$ cat config.mk
export PLATFORM = sky130hd
export DESIGN_NAME = fetch_ctrl
export DESIGN_NICKNAME = d
export VERILOG_FILES = /design/src/rtl/fetch_ctrl_pkg.sv /design/src/rtl/fetch_addr_chk.sv /design/src/rtl/fetch_ctrl.sv
export SDC_FILE = /design/constraint.sdc
export NUM_CORES = 1
export LEC_CHECK = 0
export CAP_MARGIN = 40
export CORE_MARGIN = 2
export CORE_UTILIZATION = 58
export CTS_CLUSTER_SIZE = 16
export DETAILED_ROUTE_END_ITERATION = 8
export DONT_BUFFER_PORTS = 1
export PLACE_DENSITY_LB_ADDON = 0.12
export SYNTH_ARGS = -nofsm -noshare
export SYNTH_HDL_FRONTEND = slang
export SYNTH_SLANG_ARGS = --single-unit
$ cat constraint.sdc
create_clock -name clk -period 1.64 [get_ports clk]
set_input_delay 0.082 -clock clk [delete_from_list [all_inputs] [get_ports clk]]
set_output_delay 0.082 -clock clk [all_outputs]
set_load 0.01 [all_outputs]
$ cat src/rtl/fetch_ctrl_pkg.sv
// Shared definitions for the fetch-stage sequencer and its address checker.
package fetch_ctrl_pkg;

  // Sequencer states: free running, frozen, frozen with a captured redirect.
  typedef enum logic [1:0] {
    ST_RUN       = 2'd0,
    ST_HOLD      = 2'd1,
    ST_HOLD_PEND = 2'd2
  } fetch_state_t;

  // Address map constants; the fetch unit uses DEF_PC_RESET as its reset value too.
  localparam logic [31:0] DEF_PC_RESET   = 32'h0000_3000;
  localparam logic [31:0] DEF_EXC_VECTOR = 32'h0000_4180;
  localparam logic [31:0] DEF_IM_BASE    = 32'h0000_3000;
  localparam logic [31:0] DEF_IM_TOP     = 32'h0000_6FFC;

  localparam logic [31:0] INSN_BYTES = 32'd4;

  // Sequential successor of a fetch address; wraps modulo 2^32.
  function automatic logic [31:0] pc_incr(input logic [31:0] cur);
    return cur + INSN_BYTES;
  endfunction

endpackage

$ cat src/rtl/fetch_addr_chk.sv
// Combinational alignment / range checker for word fetch addresses.
// Also used by the data-memory stage with its own window.
module fetch_addr_chk
  import fetch_ctrl_pkg::*;
#(
  parameter logic [31:0] IM_BASE = DEF_IM_BASE,
  parameter logic [31:0] IM_TOP  = DEF_IM_TOP
) (
  input  logic [31:0] addr,
  output logic        adel
);

  logic misaligned;
  logic below_base;
  logic above_top;

  // Unsigned compares against the legal window plus word alignment.
  always_comb begin
    misaligned = (addr[1:0] != 2'b00);
    below_base = (addr < IM_BASE);
    above_top  = (addr > IM_TOP);
    adel       = misaligned | below_base | above_top;
  end

endmodule

$ cat src/rtl/fetch_ctrl.sv
// Fetch-stage sequencer: selects the next PC among exception entry, eret
// return, a held redirect, a live redirect and sequential fetch, and holds
// one redirect that resolves while the front end is frozen.
module fetch_ctrl
  import fetch_ctrl_pkg::*;
#(
  parameter logic [31:0] PC_RESET   = DEF_PC_RESET,
  parameter logic [31:0] EXC_VECTOR = DEF_EXC_VECTOR,
  parameter logic [31:0] IM_BASE    = DEF_IM_BASE,
  parameter logic [31:0] IM_TOP     = DEF_IM_TOP
) (
  input  logic        clk,
  input  logic        reset,
  input  logic [31:0] pc,
  input  logic        stall,
  input  logic        br_valid,
  input  logic        br_taken,
  input  logic [31:0] br_target,
  input  logic        exc_req,
  input  logic        eret_req,
  input  logic [31:0] epc,
  output logic [31:0] next_pc,
  output logic        pc_en,
  output logic        flush_fd,
  output logic        adel_f,
  output logic        pend_valid
);

  fetch_state_t state_reg;
  fetch_state_t state_next;
  logic [31:0]  pend_target_reg;
  logic [31:0]  pend_target_next;
  logic         br_redirect;

  assign br_redirect = br_valid & br_taken;
  assign pend_valid  = (state_reg == ST_HOLD_PEND);

  // Address error flag for the instruction currently being fetched.
  fetch_addr_chk #(
    .IM_BASE (IM_BASE),
    .IM_TOP  (IM_TOP)
  ) u_addr_chk (
    .addr (pc),
    .adel (adel_f)
  );

  // State and held redirect target register.
  always_ff @(posedge clk) begin
    if (reset) begin
      state_reg       <= ST_RUN;
      pend_target_reg <= 32'h0;
    end else begin
      state_reg       <= state_next;
      pend_target_reg <= pend_target_next;
    end
  end

  // Next-PC arbitration and next-state logic, highest priority first.
  always_comb begin
    state_next       = state_reg;
    pend_target_next = pend_target_reg;
    next_pc          = pc_incr(pc);
    pc_en            = ~stall;
    flush_fd         = 1'b0;

    if (reset) begin
      // Reset dominates; the fetch unit is pointed at the boot address.
      next_pc          = PC_RESET;
      pc_en            = 1'b1;
      flush_fd         = 1'b1;
      state_next       = ST_RUN;
      pend_target_next = 32'h0;
    end else if (exc_req) begin
      // Exception entry ignores the freeze and drops any held redirect;
      // a simultaneous eret is discarded.
      next_pc          = EXC_VECTOR;
      pc_en            = 1'b1;
      flush_fd         = 1'b1;
      state_next       = ST_RUN;
      pend_target_next = 32'h0;
    end else if (eret_req) begin
      next_pc          = epc;
      pc_en            = 1'b1;
      flush_fd         = 1'b1;
      state_next       = ST_RUN;
      pend_target_next = 32'h0;
    end else if (state_reg == ST_HOLD_PEND) begin
      // New branch decisions are ignored while a redirect is held.
      if (!stall) begin
        next_pc          = pend_target_reg;
        pc_en            = 1'b1;
        state_next       = ST_RUN;
        pend_target_next = 32'h0;
      end else begin
        pc_en = 1'b0;
      end
    end else if (br_redirect) begin
      if (!stall) begin
        // Delay slot already in F is kept, so no flush.
        next_pc    = br_target;
        pc_en      = 1'b1;
        state_next = ST_RUN;
      end else begin
        pc_en            = 1'b0;
        pend_target_next = br_target;
        state_next       = ST_HOLD_PEND;
      end
    end else begin
      state_next = stall ? ST_HOLD : ST_RUN;
    end
  end

endmodule

# Yosys cells after proc, flatten, opt, wreduce, memory -nomap -nowiden
# Cells that the tools add are included.
[classes] n_addsub=1 n_lt_le_gt_ge=2 eq_ne=2 mux=25 n_bitwise=4 n_reduce_logical=5
[ops] cell="two-way mux 32 bit" n=11
[ops] cell="adder 32 x 3 -> 32 bit, second input constant" n=1
[ops] cell="greater-than comparator 32 x 15 -> 1 bit, second input constant" n=1
[ops] cell="less-than comparator 32 x 14 -> 1 bit, second input constant" n=1
[ops] cell="two-way mux 1 bit" n=10
[ops] cell="two-way mux 2 bit" n=4
[ops] cell="nonzero test 2 bit" n=3
[ops] cell="AND reduction 3 bit" n=1
[ops] cell="OR reduction 3 bit" n=1
[ops] cell="== test 2 bit, second input constant" n=1
[ops] cell="inequality test 2 bit, second input constant" n=1
[ops] cell="bitwise OR 1 bit" n=2
[ops] cell="AND 1 bit" n=1
[ops] cell="inverter 1 bit" n=1
[word_totals] regBits=34 elab_cells=41

# Longest topological paths before layout
# Gate-level depths: netlist (run 1).
[depth] word_depth=7 mapped_depth=8 depth_no_buf=6

# Hierarchy
# A second synthesis (run 1) with hierarchy kept.
[unflattened] hier_cells=414 area_unflattened_um2=2797.7
[modules_own_cells] mod="fetch_ctrl" n_inst=1 cells_each=405 area_each_um2=2742.6
[modules_own_cells] mod="fetch_addr_chk" n_inst=1 cells_each=9 area_each_um2=55.1

# Worst setup path after synthesis (run 1)
# No wires, ideal clock.
[synth_timing] kind="register to output" start="reg state_reg[0]" end="out next_pc[15]" arrival_time_ns=1.611 t_required_ns=1.558 path_slack_ns=-0.053 path_stages_with_launch=8 path_buffers=2 path_cell_list="dfxtp_1 > nand2b_1 > buf_2 > nand3_1 > clkbuf_1 > o22ai_1 > a221o_1 > a21oi_1"
[synth_via] elab_chain_len=5
[synth_rtl] item="start, declared" line_no="fetch_ctrl.sv:29" source="fetch_state_t state_reg;"
[synth_rtl] item="start signal, assigned" line_no="fetch_ctrl.sv:53" source="state_reg <= state_next;"
[synth_rtl] item="== test 2 bit" line_no="fetch_ctrl.sv:87" source="end else if (state_reg == ST_HOLD_PEND) begin"
[synth_rtl] item="two-way mux 32 bit" line_no="fetch_ctrl.sv:87"
[synth_rtl] item="two-way mux 32 bit" line_no="fetch_ctrl.sv:81" source="end else if (eret_req) begin"
[synth_rtl] item="two-way mux 32 bit" line_no="fetch_ctrl.sv:73" source="end else if (exc_req) begin"
[synth_rtl] item="two-way mux 32 bit" line_no="fetch_ctrl.sv:66" source="if (reset) begin"
[synth_rtl] item="end, declared" line_no="fetch_ctrl.sv:22" source="output logic [31:0] next_pc,"
# Every way passes these cells.

# Worst setup path after layout (run 1)
[layout_timing] start="reg state_reg[0]" end="out next_pc[21]"
# The elaborated chain is that of the path after synthesis.

==> results of run 1 <==
[routing by layer]
layer | part of all wire [%] | vias up
li1 | - | 1771
met1 | 35 | 1964
met2 | 45 | 450
met3 | 14 | 121
met4 | 5.8 | 0
met5 | 0 | -
[tightest hold or removal path, stage by stage]
cell       delay, ns
nand2_1         0.03
o2bb2ai_1       0.11
a32oi_1         0.05
nor2_1          0.07
[timing repair]
action,CTS,global route
endpoints found under the hold margin,34,0
pin swaps,13,18
setup buffers,2,9
endpoints found under the setup margin,49,38
gates cloned,0,1
resized for setup,46,42
hold buffers,28,0
[cell type report]
type	instances	area (sq um)	share of cell area [%]
timing repair buffer	85	773	18.4
inverter	10	40.0	0.951
tap	70	87.6	2.08
multi-input combinational	355	2520	59.8
sequential	34	683	16.2
clock buffer	8	110	2.62
[metrics by stage]
step | instance area (sq um) | std cells | utilization (%) | setup TNS [ns]
floorplan | 3000 | 428 | - | 0
global placement | 3320 | 515 | 65.9 | -0.591
detailed placement | 3320 | 515 | 65.9 | -2.27
CTS | 3910 | 553 | 77.6 | -3.13
global route | 4210 | 562 | 83.5 | -7.02
finish | 4210 | 562 | 83.5 | -6.32
[cells in the final DEF, fill, tap and decap left out, types with 7 or more instances in the layout]
master / n
nand2_1: 65
buf_4: 43
nand3_1: 40
a21oi_1: 36
dfxtp_1: 32
dlygate4sd3_1: 28
nor2_1: 20
nand4_1: 13
buf_6: 12
o221ai_2: 11
xor2_1: 11
nor4_1: 10
a21oi_2: 10
xnor2_1: 9
a21o_1: 8
o21ai_0: 8
clkbuf_8: 8
inv_1: 7
nor3_1: 7
o21ai_1: 7
[worst paths after layout]
| check | start | end |
|---|---|---|
| min reg2reg | pend_target_reg[2] | pend_target_reg[2] |
| min | stall | pend_target_reg[20] |
| max reg2reg | state_reg[0] | pend_target_reg[10] |
| max | state_reg[0] | next_pc[21] |
[cells by family after synthesis]
family | share of synthesized area, %
fa+ha+maj | 0.417
xor+xnor | 5.84
mux | 0.333
simple gates | 32.8
buf+inv | 5.17
compound gates | 32.8
flops | 22.7
[where the power goes]
group	internal (mW)	total [mW]	switching, mW
logic	0.258	0.573	0.315
registers	0.832	0.838	0.00618
clock network	0.424	0.750	0.326
==> summary.txt, run 1 <==
Critical path
  • Reg2Reg Depth: 8
  • CP Data Required Time: 1.56 ns
  • Worst setup EP type: primary output
  • WP buf/inv: 1
  • Worst path arrival time: 1.90 ns
  • Setup Crit Path Kind: reg2out
  • CP max FO: 8
  • CP max stage delay: 0.34 ns
  • Setup crit start kind: flip-flop
  • Flop2flop setup slack: -0.01 ns
  • Crit-path slowest cell: dfxtp_2
  • Crit path cell chain: nand2b_4, nand3_2, buf_4, o22ai_1, a21oi_1, a22o_1
  • Top Family by Delay on Critical Path: compound AO/OA/AOI/OAI gates
  • Instance count on the critical path: 6

Routing
  • Initial DRT Pass Iterations: 6
  • Via-to-Cell Ratio: 7.66
  • WL/cell: 24.7 um
  • Final ANT Viol Nets: 0
  • Final wirelength: 13.9 mm
  • Drc violations: 0
  • Initial drt markers: 506
  • Total number of vias: 4,306

Timing
  • Actual slew at the worst max-slew pin: 0.497 ns
  • Max frequency: 505 MHz
  • Max Clock Skew: 0.00863 ns
  • Final setup vio count: 33
  • Slew Limit Fails: 0
  • Final setup margin: -0.341 ns
  • Tcrit/Tclk final: 121%
  • Slew margin rel.: 66.8%
  • Hold WS: 0.0912 ns
  • Final Hold Vio Count: 0
  • RSZ-0062 raised after global routing: yes
  • Post-route minimum period: 1.98 ns

Place
  • Port Buffers: 0
  • Detailed Place HPWL: 7.89 mm
  • Pre-CTS setup slack: -0.153 ns
  • Gpl congestion: 0.987

Floorplanning
  • Std cell rows: 26
  • IO Pins: 139
  • Core area: 5040 sq um
  • Die area: 5770 sq um
  • Initial core utilization: 59.5%
  • Die Ht: 75.9 um
  • Die Span X: 75.9 um

Synth
  • Register area share after synthesis: 22.7%
  • Post-synth ARST share: 0%
  • Post-synth top cells: 67 x nand2_1, 47 x a21oi_1, 41 x nand3_1
  • Syn Area/Cell: 7.01 sq um
  • Unique masters post-synth: 52
  • Most common cell in the synthesized netlist: nand2_1
  • Syn Std Cell Area: 3000 sq um
  • Syn Inst Count: 428
  • Register bit total from synthesis: 34
  • Most used DFF post-synth: dfxtp_1
  • Synth top area share: 22.7%
  • Post-Synthesis Net Count: 532
  • Synth area leaders: dfxtp_1 23%, nand2_1 8.4%, a21oi_1 7.8%, nand3_1 6.8%, o221ai_1 5.3%
  • Ys Warns: 0
  • Biggest area consumer among synthesized cells: dfxtp_1
  • Number of synthesized flops with an enable pin: 0

Power and ir drop
  • Worst vdd ir: 669 uV
  • Total power: 2.16 mW
  • LEAKAGE: 1.45 nW
  • Power per cell area: 513 nW/um^2

Global route
  • All-Layer GR Usage: 39.6%
  • Met3 usage: 8.57%
  • Met1 Usage GRT: 52.3%
  • GR Util met2: 65.3%
  • Initial antenna violation count: 1
  • Vias in the first global route: 3,709
  • Pin count of the biggest net entering global routing: 20
  • Global routing's busiest layer: met2
  • Grt total ovfl: 0
  • First-pass GRT wire length: 18.6 mm

Status
  • Status: finished with violations
  • Failing checks: setup timing

Flow run
  • MaxCap Viol Count: 0

Final layout
  • Fillcell total: 300
  • Area Overhead vs Synth: 40.3%
  • Share of cells above drive strength 1: 26.8%
  • Max FFs per register: 32
  • N_diodes: 0
  • Nets: 595

Min path
  • Min-Delay Path Class: in2reg
  • Hold path depth: 4

CTS
  • Root Buffer: clkbuf_8
  • TritonCTS clock tree: yes
  • Worst-path clk slew: 0.06 ns
  • H-tree levels: 2
  • Clock Path Buffers: 2
  • Worst-Skew Late Latency: 0.30 ns
  • CTS Buf Count: 5
  • Clk sinks: 34
No activity file was read; power rests on OpenSTA's default activity.
==> inputs of run 2 (changes only) <==
--- a/config.mk
+++ b/config.mk
@@ -6,12 +6,15 @@
 export NUM_CORES = 1
 export LEC_CHECK = 0
 export CAP_MARGIN = 40
+export CELL_PAD_IN_SITES_DETAIL_PLACEMENT = 0
+export CELL_PAD_IN_SITES_GLOBAL_PLACEMENT = 1
 export CORE_MARGIN = 2
-export CORE_UTILIZATION = 58
+export CORE_UTILIZATION = 39
 export CTS_CLUSTER_SIZE = 16
 export DETAILED_ROUTE_END_ITERATION = 8
 export DONT_BUFFER_PORTS = 1
 export PLACE_DENSITY_LB_ADDON = 0.12
+export SETUP_SLACK_MARGIN = 0.05
 export SYNTH_ARGS = -nofsm -noshare
 export SYNTH_HDL_FRONTEND = slang
 export SYNTH_SLANG_ARGS = --single-unit
==> summary.txt, run 2 (synthesis results as in run 1) <==
Status
  • Status: finished with violations
  • Failing checks: setup timing

Min path
  • Hold path start: stall
  • Hold path endpoint: pend_target_reg[15]
  • Hold path depth: 4 (unchanged)
  • Min-Delay Path Class: in2reg

Timing
  • Max Clock Skew: 0.00491 ns (-0.00372 ns)
  • Slew Limit Fails: 0 (unchanged)
  • Final Hold Vio Count: 0 (unchanged)
  • Slew margin rel.: 66.7% (about the same)
  • Max frequency: 536 MHz (+6.2%)
  • Tcrit/Tclk final: 114% (-7.1 points)
  • Post-route minimum period: 1.86 ns (-0.116 ns)
  • Final setup margin: -0.225 ns (+0.116 ns)
  • RSZ-0062 raised after global routing: yes
  • Hold WS: 0.0920 ns (+0.000769 ns)
  • Actual slew at the worst max-slew pin: 0.499 ns (+0.00225 ns)
  • Final setup vio count: 59 (+79%)

Flow run
  • MaxCap Viol Count: 0 (unchanged)

Critical path
  • Crit-path slowest cell: dfxtp_2
  • Worst setup EP type: primary output
  • Crit path from: state_reg[0]
  • Flop2flop setup slack: -0.10 ns (-0.09 ns)
  • WP buf/inv: 2 (+1)
  • Worst path arrival time: 1.78 ns (-0.12 ns)
  • CP Data Required Time: 1.56 ns (about the same)
  • Worst reg2reg path endpoint: pend_target_reg[7]
  • CP max FO: 7 (-1)
  • Crit path cell chain: nand2b_4, buf_6, a21o_4, buf_4, o2bb2a_1, o21ai_2
  • Top Family by Delay on Critical Path: compound AO/OA/AOI/OAI gates
  • Reg2Reg Depth: 9 (+1)
  • Reg-to-Reg Start: state_reg[0]
  • CP max stage delay: 0.33 ns (about the same)
  • Setup Crit Path Kind: reg2out
  • Setup crit start kind: flip-flop

Floorplanning
  • Die Span X: 91.7 um (+21%)
  • Initial core utilization: 40.7% (-19 points)
  • Die Ht: 91.7 um (+21%)
  • Core area: 7370 sq um (+46%)
  • Die area: 8410 sq um (+46%)
  • Std cell rows: 31 (+19%)
  • IO Pins: 139 (unchanged)

Place
  • Gpl congestion: 0.924 (-6.5%)
  • Port Buffers: 0 (unchanged)
  • Cell Area, Placed: 3420 sq um (+2.7%)
  • Detailed Place HPWL: 8.70 mm (+10%)

Final layout
  • Most common cell after layout, fill and taps aside: buf_4
  • N_diodes: 0 (unchanged)
  • Area used by multi-input combinational logic: 3030 sq um (+20%)
  • Final Cell Area: 5070 sq um (+20%)
  • Area Overhead vs Synth: 68.9%
  • Layout Utilization: 68.8% (-15 points)
  • Register Area: 683 sq um (unchanged)
  • Commonest cells after routing, fill and taps aside: 50 x buf_4, 40 x nand3_1, 38 x nand2_1
  • Share of cells above drive strength 1: 44.6% (+18 points)
  • Fillcell total: 582 (+94%)
  • Max FFs per register: 32 (unchanged)
  • Nets: 617 (+3.7%)

Power and ir drop
  • Comb power frac: 30.2% (+3.7 points)
  • LEAKAGE: 1.78 nW (+23%)
  • Worst vdd ir: 482 uV (-28%)
  • Seq pwr share: 35.8% (-3.0 points)
  • Clk pwr share: 34.0% (-0.7 points)
  • Switching Fraction: 31.0% (+1.0 points)
  • NetSw: 0.725 mW (+12%)
  • Power per cell area: 462 nW/um^2 (-10%)
  • Cell Int Power: 1.62 mW (+6.7%)

Global route
  • Initial antenna violation count: 0 (-1)
  • First-pass GRT wire length: 19.3 mm (+3.4%)
  • Met1 Usage GRT: 39.1% (-13 points)
  • Met3 usage: 5.26% (-3.3 points)
  • Vias in the first global route: 3,645 (-1.7%)
  • All-Layer GR Usage: 28.4% (-11 points)
  • GR Util met2: 46.3% (-19 points)
  • Grt total ovfl: 0 (unchanged)
  • Pin count of the biggest net entering global routing: 32 (+60%)
  • Global routing's busiest layer: met2

CTS
  • Worst-Skew Late Latency: 0.29 ns (about the same)
  • TritonCTS clock tree: yes
  • CTS Buf Count: 5 (unchanged)
  • Clock Path Buffers: 2 (unchanged)
  • Clk sinks: 34 (unchanged)
  • Root Buffer: clkbuf_8
  • Worst-path clk slew: 0.08 ns (+0.02 ns)
  • H-tree levels: 2 (unchanged)

Routing
  • Via-to-Cell Ratio: 6.49 (-15%)
  • Total number of vias: 3,980 (-7.6%)
  • Final wirelength: 14.0 mm (+1.2%)
  • Drc violations: 0 (unchanged)
  • WL/cell: 22.9 um (-7.2%)
  • Final ANT Viol Nets: 0 (unchanged)
  • Initial drt markers: 289 (-43%)
  • Initial DRT Pass Iterations: 7 (+1)
## run 2: cell types whose count changed in the layout (fill, tap and decap cells not counted), moves of 8 or more
cell / previous run / this run
nand2_4: 1 / 20
buf_6: 12 / 20
a21oi_1: 36 / 9
a21oi_2: 10 / 36
nand2_2: 1 / 9
nand2_1: 65 / 38
## run 2: power groups by stage
| stage | Sequential, mW | Clock [mW] | Combinational [mW] |
|---|---|---|---|
| after CTS | 0.836 | 0.792 | 0.552 |
| after detailed placement | 0.854 | 0 | 0.419 |
| after floorplan | 0.853 | 0 | 0.291 |
| after global placement | 0.854 | 0 | 0.418 |
| after global routing | 0.838 | 0.824 | 0.743 |
| final | 0.837 | 0.797 | 0.706 |
## run 2: timing repair
action | 4_1_cts | 5_1_grt
resized for setup | 76 | 141
hold buffers | 28 | 0
hold endpoints to repair | 34 | 0
pin swaps | 27 | 77
buffers inserted | 8 | 17
gates cloned | 3 | 3
endpoints found under the setup margin | 59 | 62
## run 2: worst max path at each step
stage / depth (start not counted) / endpoint
final: 6 / next_pc[19]
after CTS: 6 / next_pc[19]
after global routing: 6 / next_pc[15]
after detailed placement: 6 / next_pc[8]
after floorplan: 8 / next_pc[14]
after global placement: 6 / next_pc[7]
## run 2: tightest hold or removal path, stage by stage
cell	delay, ns
nand2_1	0.03
o2bb2ai_1	0.11
a32oi_1	0.05
nor2_1	0.07
## run 2: per-layer routing
layer	share of wire, %	vias up
li1	-	1819
met1	42	1957
met2	48	182
met3	7.9	22
met4	1.4	0
met5	0	-
## run 2: cell type report
type / instances / area share, %
clock buffer: 5 / 1.36
clock inverter: 3 / 0.888
inverter: 10 / 0.839
multi-input combinational: 354 / 59.7
sequential: 34 / 13.5
tap: 99 / 2.44
timing repair buffer: 108 / 21.3
## run 2: stage by stage
| stage | setup TNS [ns] | setup WS, ns | std cells | total power, mW |
|---|---|---|---|---|
| 2_1_floorplan | 0 | 0.0521 | 428 | 1.14 |
| 3_3_place_gp | -1.12 | -0.160 | 546 | 1.27 |
| 3_5_place_dp | -1.06 | -0.188 | 546 | 1.27 |
| 4_1_cts | -3.19 | -0.168 | 593 | 2.18 |
| 5_1_grt | -9.38 | -0.279 | 613 | 2.41 |
| 6_report | -6.10 | -0.225 | 613 | 2.34 |
